$ cat src/rtl/r5p_ifq.sv
// ============================================================================
// r5p_ifq -- instruction fetch queue
// ----------------------------------------------------------------------------
// Sits between the core instruction fetch port (if_*) and a pipelined
// instruction memory (mem_*). Sequential words are prefetched into a
// DEPTH-entry FIFO so straight-line code is served one word per cycle.
// A fetch address that does not match the head of the stream clears the
// FIFO, drops every response still in flight for the old stream and
// restarts prefetching at the new address.
//
// Parameters
//   IAW    address width (core and memory side)
//   IDW    instruction width; the sequential address step is IDW/8
//   IBW    byte count of if_rdt / mem_rdt
//   DEPTH  FIFO entries and max outstanding memory requests (power of 2, >=2)
//
// Ports
//   clk       clock
//   rst       asynchronous active-high reset
//   if_vld    core fetch request
//   if_adr    core fetch address
//   if_rdt    instruction, valid the cycle after an if_vld & if_rdy handshake
//   if_rdy    fetch accepted this cycle (head hit)
//   mem_req   memory read request
//   mem_adr   memory read address
//   mem_ack   memory accepted the request this cycle
//   mem_rvl   memory response valid (responses return in request order)
//   mem_rdt   memory response data
//   stat_hit  handshake counter  (only with R5P_IFQ_STAT_EN)
//   stat_fls  flush counter      (only with R5P_IFQ_STAT_EN)
//
// Build option
//   R5P_IFQ_STAT_EN  when defined, adds the stat_hit / stat_fls counters and
//                    ports. All other behaviour is the same either way.
// ============================================================================
module r5p_ifq #(
    parameter int unsigned IAW   = 32,
    parameter int unsigned IDW   = 32,
    parameter int unsigned IBW   = IDW/8,
    parameter int unsigned DEPTH = 4
)(
    input  logic               clk,
    input  logic               rst,
    // core fetch port
    input  logic               if_vld,
    input  logic [IAW-1:0]     if_adr,
    output logic [IBW*8-1:0]   if_rdt,
    output logic               if_rdy,
    // memory port
    output logic               mem_req,
    output logic [IAW-1:0]     mem_adr,
    input  logic               mem_ack,
    input  logic               mem_rvl,
    input  logic [IBW*8-1:0]   mem_rdt
`ifdef R5P_IFQ_STAT_EN
    ,
    output logic [31:0]        stat_hit,
    output logic [31:0]        stat_fls
`endif
);

    // pointer index width and counter width (counters must reach DEPTH)
    localparam int unsigned PW = $clog2(DEPTH);
    localparam int unsigned CW = PW + 1;

    localparam logic [IAW-1:0] STEP    = IAW'(IDW/8);
    localparam logic [CW:0]    DEPTH_C = (CW+1)'(DEPTH);

    typedef enum logic [1:0] {
        ST_IDLE,
        ST_RUN,
        ST_DRAIN
    } state_t;

    // ------------------------------------------------------------------------
    // state
    // ------------------------------------------------------------------------
    state_t             state_q, state_d;
    logic [IAW-1:0]     hadr_q,  hadr_d;   // address of the oldest word of the stream
    logic [IAW-1:0]     pfa_q,   pfa_d;    // next prefetch address
    logic [CW-1:0]      out_q,   out_d;    // requests in flight
    logic [CW-1:0]      dsc_q,   dsc_d;    // responses still to be discarded
    logic [CW-1:0]      wptr_q,  wptr_d;   // FIFO pointers carry one wrap bit
    logic [CW-1:0]      rptr_q,  rptr_d;
    logic [IBW*8-1:0]   rdt_q,   rdt_d;

    // FIFO storage; read out through rdt_q, so no reset is needed here
    logic [IBW*8-1:0]   fifo_mem [DEPTH];

    // ------------------------------------------------------------------------
    // decode of the current cycle
    // ------------------------------------------------------------------------
    logic [CW-1:0]      occ;
    logic [CW:0]        fill;
    logic               fifo_empty;
    logic               active;
    logic               hit;
    logic               miss;
    logic               acc;
    logic               push;

    assign occ        = wptr_q - rptr_q;
    assign fill       = {1'b0, occ} + {1'b0, out_q};
    assign fifo_empty = (occ == '0);
    assign active     = (state_q != ST_IDLE);

    // The FIFO is only ever non-empty in RUN, so a hit implies RUN.
    assign hit  = active && if_vld && !fifo_empty && (if_adr == hadr_q);
    assign miss = active && if_vld && (if_adr != hadr_q);

    // Requests are capped by occupancy + in-flight, so a response always
    // finds a free FIFO slot.
    assign mem_req = (state_q == ST_RUN) && (fill < DEPTH_C);
    assign acc     = mem_req && mem_ack;

    // A response that lands in the same cycle as a miss belongs to the old
    // stream and is dropped.
    assign push = (state_q == ST_RUN) && mem_rvl && !miss;

    assign if_rdy  = hit;
    assign if_rdt  = rdt_q;
    assign mem_adr = pfa_q;

    // ------------------------------------------------------------------------
    // next-state logic
    // ------------------------------------------------------------------------
    always_comb begin
        state_d = state_q;
        hadr_d  = hadr_q;
        pfa_d   = pfa_q;
        out_d   = out_q;
        dsc_d   = dsc_q;
        wptr_d  = wptr_q;
        rptr_d  = rptr_q;
        rdt_d   = rdt_q;

        if (state_q == ST_IDLE) begin
            // first fetch only seeds the stream; no handshake this cycle
            if (if_vld) begin
                state_d = ST_RUN;
                hadr_d  = if_adr;
                pfa_d   = if_adr;
            end
        end else begin
            out_d = out_q + CW'(acc) - CW'(mem_rvl);

            if (acc) begin
                pfa_d = pfa_q + STEP;
            end

            if (push) begin
                wptr_d = wptr_q + 1'b1;
            end

            if (hit) begin
                rptr_d = rptr_q + 1'b1;
                hadr_d = hadr_q + STEP;
                rdt_d  = fifo_mem[rptr_q[PW-1:0]];
            end

            if (state_q == ST_DRAIN) begin
                if (mem_rvl) begin
                    dsc_d = dsc_q - 1'b1;
                end
                if (dsc_d == '0) begin
                    state_d = ST_RUN;
                end
            end

            // A miss overrides everything above except the in-flight count.
            // Every request still outstanding after this edge (including one
            // acked right now) was issued for the old stream.
            if (miss) begin
                wptr_d  = '0;
                rptr_d  = '0;
                hadr_d  = if_adr;
                pfa_d   = if_adr;
                dsc_d   = out_d;
                state_d = (out_d != '0) ? ST_DRAIN : ST_RUN;
            end
        end
    end

    // ------------------------------------------------------------------------
    // registers
    // ------------------------------------------------------------------------
    always_ff @(posedge clk or posedge rst) begin
        if (rst) begin
            state_q <= ST_IDLE;
            hadr_q  <= '0;
            pfa_q   <= '0;
            out_q   <= '0;
            dsc_q   <= '0;
            wptr_q  <= '0;
            rptr_q  <= '0;
            rdt_q   <= '0;
        end else begin
            state_q <= state_d;
            hadr_q  <= hadr_d;
            pfa_q   <= pfa_d;
            out_q   <= out_d;
            dsc_q   <= dsc_d;
            wptr_q  <= wptr_d;
            rptr_q  <= rptr_d;
            rdt_q   <= rdt_d;
        end
    end

    always_ff @(posedge clk) begin
        if (push) begin
            fifo_mem[wptr_q[PW-1:0]] <= mem_rdt;
        end
    end

`ifdef R5P_IFQ_STAT_EN
    // ------------------------------------------------------------------------
    // statistics
    // ------------------------------------------------------------------------
    logic [31:0] stat_hit_q, stat_hit_d;
    logic [31:0] stat_fls_q, stat_fls_d;

    always_comb begin
        stat_hit_d = stat_hit_q + 32'(hit);
        stat_fls_d = stat_fls_q + 32'(miss);
    end

    always_ff @(posedge clk or posedge rst) begin
        if (rst) begin
            stat_hit_q <= '0;
            stat_fls_q <= '0;
        end else begin
            stat_hit_q <= stat_hit_d;
            stat_fls_q <= stat_fls_d;
        end
    end

    assign stat_hit = stat_hit_q;
    assign stat_fls = stat_fls_q;
`endif

endmodule
$ cat config.mk
export PLATFORM = sky130hd
export DESIGN_NAME = r5p_ifq
export DESIGN_NICKNAME = d
export VERILOG_FILES = /design/src/rtl/r5p_ifq.sv
export SDC_FILE = /design/constraint.sdc
export NUM_CORES = 1
export LEC_CHECK = 0
export CAP_MARGIN = 20
export CORE_ASPECT_RATIO = 1.75
export CORE_MARGIN = 5
export CORE_UTILIZATION = 45
export CTS_CLUSTER_SIZE = 12
export DETAILED_ROUTE_END_ITERATION = 8
export PLACE_DENSITY = 0.7
export SLEW_MARGIN = 10
export SYNTH_ARGS = -nofsm -noshare
export SYNTH_HDL_FRONTEND = slang
export SYNTH_SLANG_ARGS = --single-unit
$ cat constraint.sdc
create_clock -name clk -period 13.6 [get_ports clk]
set_input_delay 3.4 -clock clk [delete_from_list [all_inputs] [get_ports clk]]
set_output_delay 3.4 -clock clk [all_outputs]
set_load 0.01 [all_outputs]
==> impl_results.md, run 1 <==
- Crit path max-delay family: buffers and inverters
- Syn Area/Cell: ~12 µm²
- Final slew viol count: 0
- Initial DRC Count: 755
- Worst-path cell chain: clkdlybuf4s50_1 > xor2_1 > nor4_1 > nand4_2 > or2_1 > nand2b_2 > inv_2 > clkdlybuf4s50_1
- Clock skew: 0.01620 ns
- Setup crit end kind: output port
- Status: completed
- Worst skew pair latency: about 0.53 ns
- Met2 Use GR: 0.4001
- Clock sink count: approximately 240
- Worst min path class: reg -> reg
- Die area: 27580 µm²
- Area Overhead vs Synth: 21.24%
- Pleak: 5.003 nW
- Root Buffer: clkbuf_16
- Sequential fraction of the synthesis area: 0.6000
- Most used cell, CP: clkdlybuf4s50_1
- Achievable Freq: just under 100 MHz
- Final hold vios: 0
- Worst Path Required: slightly above 10 ns
- H-tree depth: 1
- Initial antenna violation count: 0
- Async S/R FF share, synth: 0.4576
- Clock Pin Slew Worst Setup and Hold Paths: 0.06 ns
- Die H: about 220 µm
- Min Tclk post-route: 10.10 ns
- Grt met1 use: 0.2472
- Total length of routed wires: a little over 30000 µm
- Slowest CP cell: clkdlybuf4s50_1
- Tot Pwr: 2.115 mW
- Post-CTS setup buffer count: 0
- Slew Limit Headroom: 0.2865
- Max Cap Viol: 0
- Crit path buf inv count: 3
- Synth top area cells: edfxtp_1 (35%), dfrtp_1 (25%), mux4_2 (6.6%), nand2_1 (5.7%), xor2_1 (2.9%)
- Prevailing post-synth register cell: edfxtp_1
- Cell taking the most area after synthesis: edfxtp_1
- Ant diodes: 0
- Most Crowded Layer GR: met2
- Via count: ~8000
- Pwr Density: 159.9 nW/µm²
- DR DRC count: 0
- Post-CTS resize count: 0
- CTS tree: done
- Total track usage: 0.2245
- Initial core utilization: 0.4559
- Share of cells above drive strength 1: 0.08547
- Synth cell types: 73
- Final Setup Violations: 0
- # hold bufs at CTS: 0
- Global Route met3 Usage: 0.03142
- First-pass GRT wire length: about 48000 µm
- CTS Buf Count: 24
- WL per Instance: between 20 and 25 µm
- GPL Wtd Cong: 0.9580
- Area share of the largest cell type after synthesis: 0.3523
- Setup_tns: 0 ns
- Worst slew pin tran: between 1 and 1.5 ns
- Arrival time at the worst endpoint: ~6.7 ns
- Yosys reg bits: around 240
- Hold slack: 0.4807 ns
- Worst-path maximum fanout: 34
- Via/cell ratio: roughly 5.9
- EDFF count, synth: 128
- Routed Antenna Nets: 0
- Total of warnings raised by yosys: 0
- CTS Buffer Depth: 3
- Largest net degree at the start of global routing: slightly above 70
- Die W: ~130 µm
- Tcrit/Tclk final: 0.7425
- Kind of critical path: in -> out
- Core area: 23930 µm²
- Congestion Overflow GR: 0
- Worst vdd ir: roughly 0.11 mV
- FP Rows: 75
- Post-Syn Area: ~11000 µm²
- Final nets: ~1100
- Max incr delay on CP: roughly 0.67 ns
- Placed wire-length estimate: approximately 21000 µm
- IO Count: approximately 140
- Pre-Repair DR Iteration Count: 5
- Startpoint types: input port
- RSZ-0062 raised after global routing: no
- Port bufs: around 130
- Syn Nets: around 990
- Number of global-route vias before repair: approximately 8300
- Syn Inst Count: a little over 900
[per-layer routing]
layer / routed length, µm / share of wire
met1: 10720 / 0.35
met2: 16350 / 0.53
met3: 1684 / 0.055
met4: 2084 / 0.068
met5: 0 / 0
[layout make-up]
| cell class | count | area (µm²) |
|---|---|---|
| repair buffers | 146 | 1431 |
| flip-flops and latches | 236 | 6548 |
| fillers | 2070 | 10700 |
| multi-input cells | 595 | 4050 |
| inverters | 32 | 122.6 |
| clock buffers | 38 | 653.1 |
| clock inverters | 6 | 37.54 |
| well taps | 308 | 385.4 |
[worst reg2reg max path, delay by kind of cell, from the launching register on]
family | cells | cell delay, ns
xor gates and xnor gates | 4 | 0.83
buffers and inverters | 4 | 1.07
DFF | 1 | 0.34
adders and majority gates | 6 | 1.91
AOI/OAI and AO/OA | 2 | 0.88
and+or+nand+nor | 4 | 0.60
[cell usage in the layout, fill, tap and decap left out, types with 5 or more instances in the layout]
cell,Yosys,final
nand2_1,166,166
clkdlybuf4s50_1,0,134
edfxtp_1,128,128
dfrtp_1,108,107
nand3_1,48,48
a21oi_1,37,37
nor2_1,38,37
xor2_1,36,36
mux4_2,32,32
inv_1,31,30
o21ai_0,24,24
clkbuf_16,0,24
nor3_1,17,17
and3_1,15,15
clkbuf_1,25,14
nand4_1,13,13
ha_1,13,13
nor4_1,12,12
buf_4,4,12
or3_1,10,10
a31oi_1,9,9
o211ai_1,8,8
and2_1,7,7
o22ai_1,7,7
o21ai_1,6,6
a221o_1,6,6
mux2i_1,5,5
xnor2_1,5,5
[stage by stage]
step	setup WS (ns)	utilization	std cells	instance area (µm²)
2_1_floorplan	5.158	-	907	10910
5_1_grt	3.306	0.5528	1361	13230
4_1_cts	3.493	0.5528	1361	13230
3_5_place_dp	3.502	0.5239	1317	12540
3_3_place_gp	3.533	0.5239	1317	12540
6_report	3.502	0.5528	1361	13230
[report_power, final]
group          total [mW]  internal [mW]  leakage, nW  switching [mW]
combinational       0.580          0.263         2.18           0.317
sequential          0.935          0.834         2.50           0.101
clock               0.600          0.330        0.332           0.271
[path summary, 6_finish.rpt]
| kind | start | to | slack, ns | cells past startpoint |
|---|---|---|---|---|
| hold / removal | if_rdt[26]$_DFFE_PP0P_ | if_rdt[26]$_DFFE_PP0P_ | 0.48 | 2 |
| setup reg to reg | rptr_q[0]$_DFFE_PP0P_ | state_q[0]$_DFFE_PP0P_ | 7.89 | 20 |
| max in group asynchronous | rst | rptr_q[0]$_DFFE_PP0P_ | 8.88 | 3 |
| min in group asynchronous | rst | if_rdt[11]$_DFFE_PP0P_ | 3.28 | 2 |
| setup / recovery | if_adr[11] | if_rdy | 3.50 | 8 |
| hold reg to reg | if_rdt[26]$_DFFE_PP0P_ | if_rdt[26]$_DFFE_PP0P_ | 0.48 | 2 |
[synthesized netlist by cell type (12+ instances only)]
cell	number
edfxtp_1	128
clkbuf_1	25
and3_1	15
xor2_1	36
nand4_1	13
nor4_1	12
nand2_1	166
buf_2	12
nor3_1	17
a21oi_1	37
nand3_1	48
o21ai_0	24
dfrtp_1	108
inv_1	31
mux4_2	32
nor2_1	38
ha_1	13
[kinds of logic after synthesis]
| kind of cell | count (synthesis) | share of synthesized area |
|---|---|---|
| compound gates | 155 | 0.09863 |
| xor+xnor | 41 | 0.03291 |
| fa+ha+maj | 15 | 0.01858 |
| buf+inv | 76 | 0.03027 |
| flops | 236 | 0.6000 |
| mux | 39 | 0.07271 |
| simple gates | 345 | 0.1469 |
[registers in the layout, summed over array words and instances, names as in the netlist]
name	cells
dsc_q	3
fifo_mem	128
hadr_q	31
if_rdt	32
mem_adr	31
out_q	3
rptr_q	3
state_q	2
wptr_q	3
No activity file was read; power rests on OpenSTA's default activity.
==> run 2, diff against run 1 <==
==> constraint.sdc (replaced) <==
create_clock -name clk -period 9.95 [get_ports clk]
set_input_delay 2.4875 -clock clk [delete_from_list [all_inputs] [get_ports clk]]
set_output_delay 2.4875 -clock clk [all_outputs]
set_load 0.01 [all_outputs]
==> run 2 against run 1 <==
  * Cell count up 0.22%
  * Critical path depth did not move
  * Sequential cell count stayed put
  * Cell area rose by 0.37%
  * Critical endpoint unchanged
==> impl_results.md, run 2 (synthesis gave the netlist of run 1 again) <==
- Status: completed (unchanged)
- Sequential cell area: 6548 µm² (unchanged)
- Detail Route met3 WL: 1601 µm (was 1684 µm)
- Initial DRC Count: 628 (was 755)
- # hold bufs at CTS: 0 (unchanged)
- GPL Wtd Cong: 0.9745 (was 0.9580)
- Post-CTS resize count: 0 (unchanged)
- Metal-1 WL: 10470 µm (was 10720 µm)
- Pre-Repair DR Iteration Count: 6 (was 5)
- Kind of critical path: in -> out (unchanged)
- Worst-path maximum fanout: 9 (was 34)
- Setup_tns: 0 ns (unchanged)
- CTS tree: done (unchanged)
- Setup crit end kind: output port (unchanged)
- Top routing layer in use: met4 (unchanged)
- Die area: 27580 µm² (unchanged)
- Final slew viol count: 0 (unchanged)
- Startpoint types: input port (unchanged)
- Worst skew pair latency: 0.53 ns (about the same)
- Via/cell ratio: 5.961 (was 5.877)
- FP Rows: 75 (unchanged)
- Number of global-route vias before repair: 8365 (was 8349)
- IO Count: 135 (unchanged)
- Die H: 216.0 µm (unchanged)
- Achievable Freq: between 100 and 150 MHz
- H-tree depth: 1 (unchanged)
- Final Setup Violations: 0 (unchanged)
- Die W: 127.7 µm (unchanged)
- Placed wire-length estimate: 21160 µm (was 21250 µm)
- RSZ-0062 raised after global routing: no (unchanged)
- Slew Limit Headroom: 0.2684 (was 0.2865)
- Congestion Overflow GR: 0 (unchanged)
- CTS Buffer Depth: 3 (unchanged)
- Wire length on met2: 15950 µm (was 16350 µm)
- Total track usage: 0.2222 (was 0.2245)
- Area Overhead vs Synth: 21.69% (was 21.24%)
- Final hold vios: 0 (unchanged)
- WL per Instance: 22.47 µm (was 22.66 µm)
- CTS Buf Count: 24 (unchanged)
- Clock sink count: 236 (unchanged)
- Hold_sp: if_rdt[22]$_DFFE_PP0P_ (was if_rdt[26]$_DFFE_PP0P_)
- Post-CTS setup buffer count: 0 (unchanged)
- Most common cell after layout, fill and taps aside: nand2_1 (unchanged)
- Max reg flops: 128 (unchanged)
- Worst min path class: reg -> reg (unchanged)
- Core area: 23930 µm² (unchanged)
- Pwr Density: 219.1 nW/µm² (was 159.9 nW/µm²)
- Tot Pwr: 2.908 mW (was 2.115 mW)
- DR DRC count: 0 (unchanged)
- Fill count: 1989 (was 2070)
- Share of cells above drive strength 1: 0.08910 (was 0.08547)
- Worst setup path startpoint: if_adr[22] (was if_adr[11])
- Root Buffer: clkbuf_16 (unchanged)
- Multi-input logic area: 4050 µm² (unchanged)
- Port bufs: 134 (unchanged)
- Hold slack: 0.4738 ns (was 0.4807 ns)
- Clock Pin Slew Worst Setup and Hold Paths: 0.06 ns (about the same)
- Worst vdd ir: 0.1448 mV (was 0.1123 mV)
- Core Util, Final: 0.5548 (was 0.5528)
- Arrival time at the worst endpoint: 5.29 ns (was 6.70 ns)
- Via count: 8131 (was 7999)
- Initial antenna violation count: 1 (was 0)
- Commonest non-fill, non-tap cells in the layout: nand2_1 (166), clkdlybuf4s50_1 (134), edfxtp_1 (128) (unchanged)
- Min Tclk post-route: 7.779 ns
- First-pass GRT wire length: 47370 µm (was 47780 µm)
- Largest net degree at the start of global routing: 63 (was 71)
- Initial core utilization: 0.4559 (unchanged)
- Worst slew pin tran: 1.094 ns (was 1.067 ns)
- Worst Path Required: 7.46 ns (was 10.20 ns)
- Reg-to-Reg Start: rptr_q[0]$_DFFE_PP0P_ (unchanged)
- Final nets: 1121 (was 1119)
- Clock skew: 0.007164 ns (was 0.01620 ns)
- Tcrit/Tclk final: 0.7818
- Pleak: 5.030 nW (was 5.003 nW)
- Max Cap Viol: 0 (unchanged)
- Routed Antenna Nets: 0 (unchanged)
- Total length of routed wires: 30650 µm (was 30840 µm)
## run 2: power by group
group / total, mW / internal [mW] / switching, mW / leakage (nW)
clock network: 0.840 / 0.475 / 0.365 / 0.348
logic: 0.792 / 0.361 / 0.431 / 2.19
registers: 1.28 / 1.14 / 0.136 / 2.50
## run 2: layout make-up
class                           instances  area share
Clock buffer                           41     0.05240
Sequential cell                       236      0.4932
Tap cell                              308     0.02903
Inverter                               32    0.009236
Clock inverter                          3    0.001979
Multi-Input combinational cell        595      0.3051
Antenna cell                            1   0.0001885
Timing Repair Buffer                  148      0.1089
## run 2: critical path, cell delays in order
cell and delay [ns]:
clkdlybuf4s50_1 0.47, xor2_1 0.17, nor4_1 0.48, nand4_2 0.33, or2_1 0.45, nand2b_2 0.24
inv_2 0.11, clkdlybuf4s50_1 0.54
## run 2: worst paths after layout
| path | endpoint | slack [ns] | depth (start not counted) |
|---|---|---|---|
| setup reg to reg | state_q[0]$_DFFE_PP0P_ | 4.85 | 21 |
| max in group asynchronous | rptr_q[0]$_DFFE_PP0P_ | 6.17 | 3 |
| hold / removal | if_rdt[22]$_DFFE_PP0P_ | 0.47 | 2 |
| min in group asynchronous | if_rdt[3]$_DFFE_PP0P_ | 2.40 | 2 |
| hold reg to reg | if_rdt[22]$_DFFE_PP0P_ | 0.47 | 2 |
| setup / recovery | if_rdy | 2.17 | 8 |
## run 2: metal layers
metal	vias up	global-route usage
met4	0	0.1647
met1	4027	0.2361
li1	3615	-
met2	360	0.3948
met3	129	0.02895
met5	-	0
## run 2: stage by stage
| step | setup WS (ns) | cell area [µm²] | instances |
|---|---|---|---|
| after floorplan | 3.333 | 10910 | 907 |
| after global placement | 2.227 | 12550 | 1319 |
| after detailed placement | 2.237 | 12550 | 1319 |
| after CTS | 2.217 | 13270 | 1363 |
| after global routing | 2.050 | 13280 | 1364 |
| final | 2.171 | 13280 | 1364 |
==> run 3, diff against run 2 <==
--- a/config.mk
+++ b/config.mk
@@ -11,7 +11,7 @@
 export CORE_UTILIZATION = 45
 export CTS_CLUSTER_SIZE = 12
 export DETAILED_ROUTE_END_ITERATION = 8
-export PLACE_DENSITY = 0.7
+export PLACE_DENSITY = 0.72
 export SLEW_MARGIN = 10
 export SYNTH_ARGS = -nofsm -noshare
 export SYNTH_HDL_FRONTEND = slang
==> constraint.sdc (replaced) <==
create_clock -name clk -period 6.9 [get_ports clk]
set_input_delay 1.725 -clock clk [delete_from_list [all_inputs] [get_ports clk]]
set_output_delay 1.725 -clock clk [all_outputs]
set_load 0.01 [all_outputs]
==> run 3 against run 2 <==
  * Sequential power grew 45%
  * Cell count about the same
  * Sequential share of layout area down 0.12 points
  * Clock skew grew 0.011 ns
  * Combinational power increased by 45%
  * Clock power rose by 48%
  * Non-clock buffer count increased by 2
  * Critical path type unchanged
  * Critical endpoint unchanged
  * Highest routed layer unchanged
==> impl_results.md, run 3 (synthesis gave the netlist of run 1 again) <==
- Status: completed (unchanged)
- Final hold vios: 0 (unchanged)
- Via count: 8113 (was 8131)
- CTS Buffer Depth: 3 (unchanged)
- Metal-1 WL: 10680 µm (was 10470 µm)
- Most used cell, CP: clkdlybuf4s50_1 (unchanged)
- Slowest CP cell: clkdlybuf4s50_1 (unchanged)
- Hold slack: 0.4767 ns (was 0.4738 ns)
- Total length of routed wires: 31730 µm (was 30650 µm)
- Slew Limit Headroom: 0.2718 (was 0.2684)
- Setup_tns: 0 ns (unchanged)
- Worst skew pair latency: 0.53 ns (about the same)
- WL per Instance: 23.25 µm (was 22.47 µm)
- Hold_sp: if_rdt[3]$_DFFE_PP0P_ (was if_rdt[22]$_DFFE_PP0P_)
- Min Tclk post-route: 6.111 ns
- Most common cell after layout, fill and taps aside: nand2_1 (unchanged)
- Pre-Repair DR Iteration Count: 7 (was 6)
- Number of global-route vias before repair: 8408 (was 8365)
- Worst slew pin tran: 1.089 ns (was 1.094 ns)
- Worst-path cell chain: clkdlybuf4s50_1 > xor2_1 > nor4_1 > nand4_1 > or2_1 > nand2b_2 > inv_2 > clkdlybuf4s50_1 (was clkdlybuf4s50_1 > xor2_1 > nor4_1 > nand4_2 > or2_1 > nand2b_2 > inv_2 > clkdlybuf4s50_1)
- Max reg flops: 128 (unchanged)
- CTS Buf Count: 24 (unchanged)
- Hold path depth: 2 (unchanged)
- Worst-path maximum fanout: 6 (was 9)
- Pwr Density: 318.3 nW/µm² (was 219.1 nW/µm²)
- Clock sink count: 236 (unchanged)
- GPL Wtd Cong: 0.9411 (was 0.9745)
- CTS tree: done (unchanged)
- Post-CTS setup buffer count: 0 (unchanged)
- Achievable Freq: 163.6 MHz
- RR Endpoint: state_q[0]$_DFFE_PP0P_ (unchanged)
- Top routing layer in use: met4 (unchanged)
- DR DRC count: 0 (unchanged)
- Die W: 127.7 µm (unchanged)
- Largest net degree at the start of global routing: 60 (was 63)
- FP Rows: 75 (unchanged)
- Worst vdd ir: 0.2561 mV (was 0.1448 mV)
- First-pass GRT wire length: 49140 µm (was 47370 µm)
- Tcrit/Tclk final: 0.8857
- Worst Path Required: 5.18 ns (was 7.46 ns)
- Reg-to-Reg Start: rptr_q[1]$_DFFE_PP0P_ (was rptr_q[0]$_DFFE_PP0P_)
- Routed Antenna Nets: 0 (unchanged)
- Die area: 27580 µm² (unchanged)
- Core Util, Final: 0.5561 (was 0.5548)
- Final nets: 1123 (was 1121)
- Initial antenna violation count: 1 (unchanged)
- R2R cell count: 20 (was 21)
- H-tree depth: 1 (unchanged)
- Final Setup Violations: 0 (unchanged)
- Initial DRC Count: 547 (was 628)
- IO Count: 135 (unchanged)
- Kind of critical path: in -> out (unchanged)
- Arrival time at the worst endpoint: 4.39 ns (was 5.29 ns)
- Initial core utilization: 0.4559 (unchanged)
- Max Cap Viol: 0 (unchanged)
- Root Buffer: clkbuf_16 (unchanged)
- Clock skew: 0.01838 ns (was 0.007164 ns)
- Clock Pin Slew Worst Setup and Hold Paths: 0.06 ns (about the same)
- Post-route cell area: 13310 µm² (was 13280 µm²)
- Die H: 216.0 µm (unchanged)
- Max incr delay on CP: 0.54 ns (about the same)
- Worst min path class: reg -> reg (unchanged)
- Share of cells above drive strength 1: 0.09375 (was 0.08910)
- Via/cell ratio: 5.944 (was 5.961)
- Wire length on met2: 16980 µm (was 15950 µm)
- Pleak: 5.046 nW (was 5.030 nW)
- Setup crit end kind: output port (unchanged)
- Hold EP: if_rdt[3]$_DFFE_PP0P_ (was if_rdt[22]$_DFFE_PP0P_)
- Total track usage: 0.2311 (was 0.2222)
- # hold bufs at CTS: 0 (unchanged)
- Final slew viol count: 0 (unchanged)
- Placed wire-length estimate: 21920 µm (was 21160 µm)
- Fill count: 2019 (was 1989)
- Commonest non-fill, non-tap cells in the layout: nand2_1 (166), clkdlybuf4s50_1 (134), edfxtp_1 (128) (unchanged)
- Area Overhead vs Synth: 21.97% (was 21.69%)
- Post-CTS resize count: 0 (unchanged)
- RSZ-0062 raised after global routing: no (unchanged)
- Startpoint types: input port (unchanged)
- R2R setup slack: 2.08 ns (was 4.85 ns)
- Tot Pwr: 4.235 mW (was 2.908 mW)
- Core area: 23930 µm² (unchanged)
- Port bufs: 134 (unchanged)
- Post-DP Area: 12570 µm² (was 12550 µm²)
- Congestion Overflow GR: 0 (unchanged)
- Detail Route met3 WL: 1833 µm (was 1601 µm)
==> run 3: changes by cell type in the layout (fill, tap and decap cells not counted) <==
cell / previous run / this run
buf_4: 14 / 16
clkinv_2: 2 / 0
clkinv_1: 0 / 2
nor2_1: 37 / 38
nor2_2: 1 / 0
and2_2: 0 / 4
clkbuf_1: 15 / 12
and2_1: 7 / 3
clkbuf_8: 1 / 3
==> run 3: layout make-up <==
| cell class | instances | area, µm² | share of cell area |
|---|---|---|---|
| antenna | 1 | 2.502 | 0.0001880 |
| clock inverter | 3 | 23.77 | 0.001786 |
| tap | 308 | 385.4 | 0.02896 |
| clock buffer | 40 | 711.9 | 0.05350 |
| inverter | 32 | 122.6 | 0.009214 |
| sequential | 236 | 6548 | 0.4920 |
| multi-input combinational | 595 | 4053 | 0.3045 |
| timing repair buffer | 150 | 1461 | 0.1098 |
==> run 3: worst max-delay path by stage <==
stage          startpoint  endpoint  slack [ns]  depth (start not counted)
6_report       if_adr[13]    if_rdy        0.79                          8
5_1_grt        if_adr[13]    if_rdy        0.79                          8
4_1_cts        if_adr[18]    if_rdy        0.82                          8
3_5_place_dp   if_adr[18]    if_rdy        0.83                          8
3_3_place_gp   if_adr[27]    if_rdy        0.84                          8
2_1_floorplan  if_adr[19]    if_rdy        1.81                          9
==> run 3: per-stage QoR <==
stage,cells,setup slack [ns]
final,1365,0.7888
after global routing,1365,0.7898
after CTS,1364,0.8238
after detailed placement,1321,0.8346
after global placement,1321,0.8370
after floorplan,907,1.808
==> run 3: critical path: cells and delay by family <==
family | cells | cell delay, ns
xor+xnor | 1 | 0.19
buf+inv | 3 | 1.17
simple gates | 4 | 1.29
==> run 3: metal layers <==
| layer | track usage | vias up |
|---|---|---|
| met5 | 0 | - |
| met3 | 0.02845 | 116 |
| li1 | - | 3630 |
| met2 | 0.4198 | 362 |
| met1 | 0.2497 | 4005 |
| met4 | 0.1459 | 0 |
==> run 3: power breakdown <==
part           leakage, nW  internal, mW  switching [mW]  total [mW]
sequential            2.50          1.64           0.205        1.85
clock                0.354         0.702           0.535        1.24
combinational         2.20         0.526           0.623        1.15
total                 5.05          2.87            1.36        4.24
